### config.mk
export PLATFORM = sky130hd
export DESIGN_NAME = lb_write_arb
export DESIGN_NICKNAME = d
export VERILOG_FILES = /design/src/rtl/lb_write_arb.sv
export SDC_FILE = /design/constraint.sdc
export NUM_CORES = 1
export LEC_CHECK = 0
export BUFFER_PORTS_ARGS = -buffer_cell sky130_fd_sc_hd__buf_2
export CORE_MARGIN = 4
export CORE_UTILIZATION = 60
export DETAILED_ROUTE_END_ITERATION = 10
export PLACE_DENSITY = 0.84
export SLEW_MARGIN = 20
export SYNTH_ARGS = -nofsm -noshare
export SYNTH_HDL_FRONTEND = slang
export SYNTH_SLANG_ARGS = --single-unit
### constraint.sdc
create_clock -name clk -period 4.1 [get_ports clk]
set_input_delay 0.205 -clock clk [delete_from_list [all_inputs] [get_ports clk]]
set_output_delay 0.205 -clock clk [all_outputs]
set_load 0.02 [all_outputs]
### src/rtl/lb_write_arb.sv
// Merges host and fgen local-bus writes onto one register bus. Host always wins; colliding fgen writes queue in order.
// Latency: 1 cycle host/bypass; a buffered fgen write leaves 1 cycle after the first host-free cycle in which it is head.
// Backpressure: none upstream (strobes cannot stall); an fgen write that meets a full queue with no pop is dropped and counted.

module lb_write_arb_fifo #(
    parameter int w  = 48,
    parameter int ld = 2
) (
    input  logic          clk,
    input  logic          rst,
    input  logic          push,
    input  logic          pop,
    input  logic [w-1:0]  wdat,
    output logic [w-1:0]  rdat,
    output logic [ld:0]   level
);
    logic [w-1:0]  mem [0:(1<<ld)-1];
    logic [ld-1:0] wr_ptr;
    logic [ld-1:0] rd_ptr;

    // Caller never pushes into a full queue without popping, nor pops an empty one.
    always_ff @(posedge clk) begin
        if (push) mem[wr_ptr] <= wdat;
    end

    always_ff @(posedge clk) begin
        if (rst) begin
            wr_ptr <= '0;
            rd_ptr <= '0;
            level  <= '0;
        end else begin
            if (push) wr_ptr <= wr_ptr + ld'(1);
            if (pop)  rd_ptr <= rd_ptr + ld'(1);
            if (push && !pop)      level <= level + (ld+1)'(1);
            else if (pop && !push) level <= level - (ld+1)'(1);
        end
    end

    assign rdat = mem[rd_ptr];
endmodule

module lb_write_arb #(
    parameter int aw = 16,
    parameter int dw = 32,
    parameter int ld = 2
) (
    input  logic          clk,
    input  logic          rst,
    input  logic [dw-1:0] h_data,
    input  logic [aw-1:0] h_addr,
    input  logic          h_write,
    input  logic [dw-1:0] f_data,
    input  logic [aw-1:0] f_addr,
    input  logic          f_write,
    input  logic          clr_ovf,
    output logic [dw-1:0] o_data,
    output logic [aw-1:0] o_addr,
    output logic          o_write,
    output logic          o_src,
    output logic [ld:0]   level,
    output logic          ovf,
    output logic [7:0]    drop_cnt
);
    localparam int depth = 1 << ld;

    logic [aw+dw-1:0] head;
    logic [ld:0]      fifo_level;
    logic             full;
    logic             empty;
    logic             pop;
    logic             push;
    logic             bypass;
    logic             drop;

    always_comb begin
        full   = (fifo_level == (ld+1)'(depth));
        empty  = (fifo_level == '0);
        pop    = !h_write && !empty;
        bypass = !h_write && empty && f_write;
        // A full queue still accepts a push when the head leaves in the same cycle.
        push   = f_write && !bypass && (!full || pop);
        drop   = f_write && h_write && full;
    end

    lb_write_arb_fifo #(
        .w  (aw + dw),
        .ld (ld)
    ) u_fifo (
        .clk   (clk),
        .rst   (rst),
        .push  (push),
        .pop   (pop),
        .wdat  ({f_addr, f_data}),
        .rdat  (head),
        .level (fifo_level)
    );

    assign level = fifo_level;

    always_ff @(posedge clk) begin
        if (rst) begin
            o_write <= 1'b0;
            o_src   <= 1'b0;
            o_addr  <= '0;
            o_data  <= '0;
        end else begin
            o_write <= h_write || pop || bypass;
            if (h_write) begin
                o_src  <= 1'b0;
                o_addr <= h_addr;
                o_data <= h_data;
            end else if (pop) begin
                o_src  <= 1'b1;
                {o_addr, o_data} <= head;
            end else if (bypass) begin
                o_src  <= 1'b1;
                o_addr <= f_addr;
                o_data <= f_data;
            end else begin
                o_src  <= 1'b0;
                o_addr <= '0;
                o_data <= '0;
            end
        end
    end

    // A drop coinciding with a clear leaves exactly that one drop recorded.
    always_ff @(posedge clk) begin
        if (rst) begin
            ovf      <= 1'b0;
            drop_cnt <= '0;
        end else if (clr_ovf) begin
            ovf      <= drop;
            drop_cnt <= drop ? 8'd1 : 8'd0;
        end else if (drop) begin
            ovf <= 1'b1;
            if (drop_cnt != 8'hFF) drop_cnt <= drop_cnt + 8'd1;
        end
    end
endmodule
==> results of run 1 <==
timing repair:
item / 4_1_cts / 5_1_grt
setup buffers: 0 / 0
hold buffers: 96 / 0
endpoints found under the setup margin: 0 / 0
endpoints found under the hold margin: 234 / 0
cell type report:
| cell class | count | area share |
|---|---|---|
| clock buffers | 36 | 0.0580 |
| inverters | 6 | 0.00175 |
| repair buffers | 272 | 0.146 |
| flip-flops and latches | 260 | 0.553 |
| well taps | 220 | 0.0213 |
| clock inverters | 9 | 0.00369 |
| diodes | 1 | 0.000194 |
| multi-input cells | 273 | 0.216 |
sequential cells by signal (all words and copies together), names as in the netlist, named ones only:
register / flops
u_fifo.rd_ptr: 2
o_write: 1
o_addr: 16
u_fifo.level: 3
o_src: 1
drop_cnt: 8
o_data: 32
ovf: 1
u_fifo.mem: 192
u_fifo.wr_ptr: 2
power by group:
group          internal, W  leakage (nW)  switching (W)
sequential         0.00324          2.32       0.000277
clock              0.00127         0.400       0.000929
combinational     0.000832          1.96       0.000976
cells by family (layout without fill, tap and decap cells):
logic type / Yosys count / after routing / synth area share
AOI/OAI and AO/OA: 70 / 70 / 0.0670
xor gates and xnor gates: 6 / 6 / 0.00516
adders and majority gates: 7 / 7 / 0.00934
buffers and inverters: 46 / 323 / 0.0262
DFF: 260 / 260 / 0.700
muxes: 50 / 50 / 0.108
other: 0 / 1 / 0
and+or+nand+nor: 140 / 140 / 0.0837
placed cells by master (no fill, tap or decap), types with 8 or more instances in the layout:
master and count:
dfxtp_1 66, nor3_2 20, buf_2 162, a21oi_1 8, nor2_1 36, dlygate4sd3_1 96, nor2b_1 23, a221oi_2 20
nor3_1 32, mux4_2 48, edfxtp_1 192, buf_4 14, clkinv_2 8, clkbuf_16 26, a221oi_1 28
critical path, delay by kind of cell (launching register included):
kind            cells  cell delay [ns]
compound gates      1             0.25
buf+inv             2             0.98
flops               1             0.39
simple gates        3             1.55
worst max-delay path by stage:
stage / to / slack (ns)
floorplan: u_fifo.mem[0][0]$_DFFE_PP_ / 1.54
global placement: o_data[1]$_SDFF_PP0_ / 1.61
detailed placement: o_data[11]$_SDFF_PP0_ / 1.41
CTS: o_data[9]$_SDFF_PP0_ / 0.96
global route: o_data[9]$_SDFF_PP0_ / 0.70
finish: o_data[9]$_SDFF_PP0_ / 0.83
per-layer routing:
metal,up-vias,global-route usage
li1,2854,-
met1,3228,0.305
met2,377,0.441
met3,73,0.0456
met4,0,0.101
met5,-,0
through the flow:
step | total power [W] | setup slack [ns]
floorplan | 0.00482 | 1.54
global placement | 0.00517 | 1.61
detailed placement | 0.00526 | 1.41
CTS | 0.00753 | 0.965
global route | 0.00783 | 0.699
finish | 0.00752 | 0.829
==> flow_metrics.env, run 1 <==
export IMPL_io_pins=163
export IMPL_end_kind="register"
export IMPL_rsz0062_at_grt="false"
export IMPL_met2_length_mm=12.7
export IMPL_clk_pin_slew_ns=0.07
export IMPL_antenna_found_initial=1
export IMPL_numCtsBuffers=25
export IMPL_yosysUniqueCellTypes=46
export IMPL_path_max_fanout=51
export IMPL_multi_input_area_um2=2790
export IMPL_worst_pin_slew_ns=0.994
export IMPL_dr_pass1_iters=5
export IMPL_synthToLayoutAreaGrowth_pct=26.7
export IMPL_cts_root_buf="clkbuf_16"
export IMPL_drt_initial_drc_count=534
export IMPL_p_per_area_nw_per_um2=583
export IMPL_ant_nets=0
export IMPL_cts_resized_gates=0
export IMPL_synth_nets=687
export IMPL_avgSynthCellArea_um2=17.6
export IMPL_whs_endpoint="o_data[10]$_SDFF_PP0_"
export IMPL_yosysSeqAreaShare=0.700
export IMPL_grt_overflow=0
export IMPL_vias=6532
export IMPL_yosys_warnings=0
export IMPL_die_w_um=138
export IMPL_fin_setup_tns_ns=0
export IMPL_holdCritStartpoint="h_data[10]"
export IMPL_gp_congestion=0.791
export IMPL_post_route_drc_count=0
export IMPL_cts_tree="built"
export IMPL_finClkSkew_ns=0.0152
export IMPL_coreArea_um2=16600
export IMPL_hold_violations=0
export IMPL_htree_levels=1
export IMPL_fin_crit_sh=0.798
export IMPL_clkLatencyLatePin_ns=0.51
export IMPL_max_stage_delay_ns=0.80
export IMPL_num_fill_cells=905
export IMPL_synth_top_area_share=0.567
export IMPL_maxCapViolCount=0
export IMPL_synth_commonest_cells="edfxtp_1, dfxtp_1, mux4_2, nor2_1, nor3_1"
export IMPL_routed_top_layer="met4"
export IMPL_critPathLaunchType="register"
export IMPL_period_needed_ns=3.27
export IMPL_wl_per_cell_um=22.4
export IMPL_r2r_start="u_fifo.level[0]$_SDFFE_PP0P_"
export IMPL_power_leakage_nw=4.67
export IMPL_final_util=0.778
export IMPL_slew_violations=0
export IMPL_grt_max_degree=74
export IMPL_stdcell_count=1077
export IMPL_ys_top_cells_by_area="edfxtp_1, dfxtp_1, mux4_2"
export IMPL_dpl_hpwl_mm=13.6
export IMPL_grt_util_all_layers=0.249
export IMPL_finalWirelength_mm=24.1
export IMPL_rows=47
export IMPL_vdd_drop_max_mv=0.526
export IMPL_cpMaxStageDelayCell="nor2_8"
export IMPL_r2r_setup_slack_ns=0.83
export IMPL_yosys_area_top_type="edfxtp_1"
export IMPL_worstHoldPathType="in -> reg"
export IMPL_die_area_um2=19100
export IMPL_whs_ns=0.0365
export IMPL_grt_pass1_wl_mm=38.0
export IMPL_syn_instance_count=579
export IMPL_syn_area_um2=10200
export IMPL_fin_nets=946
export IMPL_setup_viol_count_final=0
export IMPL_worstPathArrival_ns=3.70
export IMPL_required_ns=4.53
export IMPL_critical_path_class="reg -> reg"
export IMPL_synth_edf_count=192
export IMPL_synth_most_common_cell="edfxtp_1"
export IMPL_drive_above_1_share=0.374
export IMPL_dpl_cell_area_um2=11100
export IMPL_whs_path_depth=3
export IMPL_critPathLaunch="u_fifo.level[0]$_SDFFE_PP0P_"
export IMPL_ys_ff_latch=260
export IMPL_met1_length_mm=8.83
export IMPL_outcome="finished, final reports clean"
export IMPL_start_util=0.614
export IMPL_met3_length_mm=1.64
export IMPL_dp_cells=935
export IMPL_relSlewSlack=0.337
export IMPL_clk_path_buf_depth=3
export IMPL_worstRegToRegCells=6
export IMPL_crit_chain="or3_2 -> buf_4 -> nor2_8 -> a221oi_1 -> nor3_1 -> dlygate4sd3_1"
export IMPL_via_per_inst=6.06
export IMPL_seq_area_um2=7130
export IMPL_clock_sinks=260
export IMPL_final_cell_area_um2=12900
export IMPL_portBuffers=162
export IMPL_max_freq_mhz=306
export IMPL_synth_ff_type="edfxtp_1"
export IMPL_grt_pass1_vias=6943
export IMPL_async_flop_share=0
export IMPL_chipHeight_um=138
export IMPL_reg2reg_to="o_data[9]$_SDFF_PP0_"
No activity file was read; power rests on OpenSTA's default activity.
==> run 2, diff against run 1 <==
--- a/config.mk
+++ b/config.mk
@@ -7,9 +7,9 @@
 export LEC_CHECK = 0
 export BUFFER_PORTS_ARGS = -buffer_cell sky130_fd_sc_hd__buf_2
 export CORE_MARGIN = 4
-export CORE_UTILIZATION = 60
+export CORE_UTILIZATION = 51
 export DETAILED_ROUTE_END_ITERATION = 10
-export PLACE_DENSITY = 0.84
+export PLACE_DENSITY = 0.76
 export SLEW_MARGIN = 20
 export SYNTH_ARGS = -nofsm -noshare
 export SYNTH_HDL_FRONTEND = slang
==> constraint.sdc (replaced) <==
create_clock -name clk -period 2.77 [get_ports clk]
set_input_delay 0.1385 -clock clk [delete_from_list [all_inputs] [get_ports clk]]
set_output_delay 0.1385 -clock clk [all_outputs]
set_load 0.02 [all_outputs]
==> run 2 against run 1 <==
  * Hold slack gained 0.0035 ns
  * Count of clock-buffer cells in the layout shrank 5
  * Final cell count grew 5.9%
  * Highest routed layer unchanged
  * Wire length grew 0.95%
  * Utilization shrank 9.9 points
  * First-iteration DRC count shrank 5.8%
  * Combinational power grew 61%
  * Maximum frequency grew 22%
  * Total power grew 57%
  * Global-route usage shrank 2.8 points
  * Non-clock buffer count grew 12
  * Critical path depth grew 1
==> flow_metrics.env, run 2 (same netlist as run 1, synthesis figures left out) <==
export IMPL_portBuffers=162
export IMPL_worstHoldPathType="in -> reg"
export IMPL_end_kind="register"
export IMPL_cts_root_buf="clkbuf_16"
export IMPL_clkLatencyLatePin_ns=0.52
export IMPL_numCtsBuffers=27
export IMPL_path_max_fanout=51
export IMPL_clk_pin_slew_ns=0.06
export IMPL_fin_nets=960
export IMPL_max_stage_delay_ns=0.57
export IMPL_worst_pin_slew_ns=0.866
export IMPL_swShare=0.281
export IMPL_critPathLaunchType="register"
export IMPL_fin_setup_tns_ns=0
export IMPL_slew_violations=0
export IMPL_p_switching_w=0.00332
export IMPL_via_per_inst=5.65
export IMPL_place_ws_ns=0.289
export IMPL_drt_initial_drc_count=503
export IMPL_clock_sinks=260
export IMPL_clk_path_buf_depth=3
export IMPL_fin_ws_ns=0.0915
export IMPL_path_buf_inv=3
export IMPL_max_freq_mhz=373
export IMPL_fin_crit_sh=0.967
export IMPL_cp_top_family="buffers and inverters"
export IMPL_dr_pass1_iters=5
export IMPL_num_fill_cells=1287
export IMPL_finClkSkew_ns=0.0165
export IMPL_wl_per_cell_um=21.4
export IMPL_crit_chain="or3_2 -> buf_4 -> nor2_8 -> buf_12 -> a221oi_2 -> nor3_2 -> dlygate4sd3_1"
export IMPL_rsz0062_at_grt="false"
export IMPL_synthToLayoutAreaGrowth_pct=30.3
export IMPL_top_regs="u_fifo.mem x192, o_data x32, o_addr x16"
export IMPL_period_needed_ns=2.68
export IMPL_regMostFlops="u_fifo.mem"
export IMPL_outcome="finished, final reports clean"
export IMPL_grt_max_degree=68
export IMPL_hold_violations=0
export IMPL_drive_above_1_share=0.377
export IMPL_start_util=0.521
export IMPL_power_frac_seq=0.428
export IMPL_cts_tree="built"
export IMPL_htree_levels=1
export IMPL_cts_setup_buffers=0
export IMPL_pwr_share_comb=0.247
export IMPL_required_ns=3.23
export IMPL_final_common_cell="edfxtp_1"
export IMPL_die_w_um=149
export IMPL_maxCapViolCount=0
export IMPL_grt_overflow=0
export IMPL_dpl_hpwl_mm=14.0
export IMPL_die_area_um2=22300
export IMPL_mostFrequentLayoutCells="edfxtp_1, buf_2, dlygate4sd3_1, dfxtp_1, mux4_2"
export IMPL_intPower_w=0.00850
export IMPL_finalWirelength_mm=24.4
export IMPL_power_leakage_nw=4.80
export IMPL_rows=51
export IMPL_worstPathArrival_ns=3.14
export IMPL_p_per_area_nw_per_um2=891
export IMPL_coreArea_um2=19500
export IMPL_cpMaxStageDelayCell="dlygate4sd3_1"
export IMPL_critical_path_class="reg -> reg"
export IMPL_whs_ns=0.0400
export IMPL_grt_util_all_layers=0.221
export IMPL_relSlewSlack=0.423
export IMPL_hold_buffers=101
export IMPL_io_pins=163
export IMPL_grt_pass1_wl_mm=38.4
export IMPL_largest_reg_flops=192
export IMPL_vdd_drop_max_mv=0.615
export IMPL_cts_resized_gates=0
export IMPL_setup_viol_count_final=0
export IMPL_vias=6452
export IMPL_post_route_drc_count=0
export IMPL_gp_congestion=0.823
export IMPL_chipHeight_um=149
export IMPL_clkPwrFrac=0.325
export IMPL_ant_nets=0
export IMPL_grt_pass1_vias=6995
export IMPL_antenna_found_initial=1
run 2: changes by cell type in the layout (fill, tap and decap cells not counted), moves of 2 or more:
cell and delta:
buf_12 +3, buf_4 +4, bufinv_16 +6, clkbuf_1 -2, clkbuf_8 -4, clkinv_1 +5, clkinv_2 -3, diode_2 +2
dlygate4sd3_1 +5
run 2: power by group through the flow:
stage	Sequential (W)	Combinational [W]	Clock, W
floorplan	0.00522	0.00190	0
global placement	0.00509	0.00270	0
detailed placement	0.00514	0.00277	0
CTS	0.00506	0.00291	0.00389
global route	0.00512	0.00312	0.00410
finish	0.00506	0.00291	0.00384
run 2: area by class of cell:
type | count | area (um^2) | share of cell area
diodes | 3 | 7.51 | 0.000566
clock buffers | 31 | 711 | 0.0536
clock inverters | 19 | 248 | 0.0187
inverters | 6 | 22.5 | 0.00170
multi-input cells | 273 | 2790 | 0.210
flip-flops and latches | 260 | 7130 | 0.538
well taps | 265 | 332 | 0.0250
repair buffers | 284 | 2020 | 0.152
run 2: stage by stage:
step	util	std cells	cell area (um^2)	total power (W)
after floorplan	-	579	10200	0.00713
after detailed placement	0.578	987	11300	0.00791
after CTS	0.679	1138	13300	0.0119
after global placement	0.578	987	11300	0.00780
after global routing	0.679	1139	13300	0.0123
final	0.679	1141	13300	0.0118
run 2: worst paths after layout:
| path | startpoint | endpoint | slack [ns] | cells past startpoint |
|---|---|---|---|---|
| max | u_fifo.level[0]$_SDFFE_PP0P_ | o_addr[5]$_SDFF_PP0_ | 0.09 | 7 |
| min | f_write | o_src$_SDFF_PP0_ | 0.04 | 3 |
| max reg2reg | u_fifo.level[0]$_SDFFE_PP0P_ | o_addr[5]$_SDFF_PP0_ | 0.09 | 7 |
| min reg2reg | ovf$_SDFFE_PP0P_ | ovf$_SDFFE_PP0P_ | 0.47 | 2 |
run 2: routing by layer:
layer | part of all wire | up-vias | track usage
li1 | - | 2878 | -
met2 | 0.53 | 274 | 0.391
met4 | 0.025 | 0 | 0.0627
met5 | 0 | - | 0
met1 | 0.39 | 3245 | 0.281
met3 | 0.054 | 55 | 0.0389
run 2: tightest hold or removal path, cell delays in order:
cell and delay [ns]:
buf_2 0.13, nor2_1 0.16, nor3_1 0.07
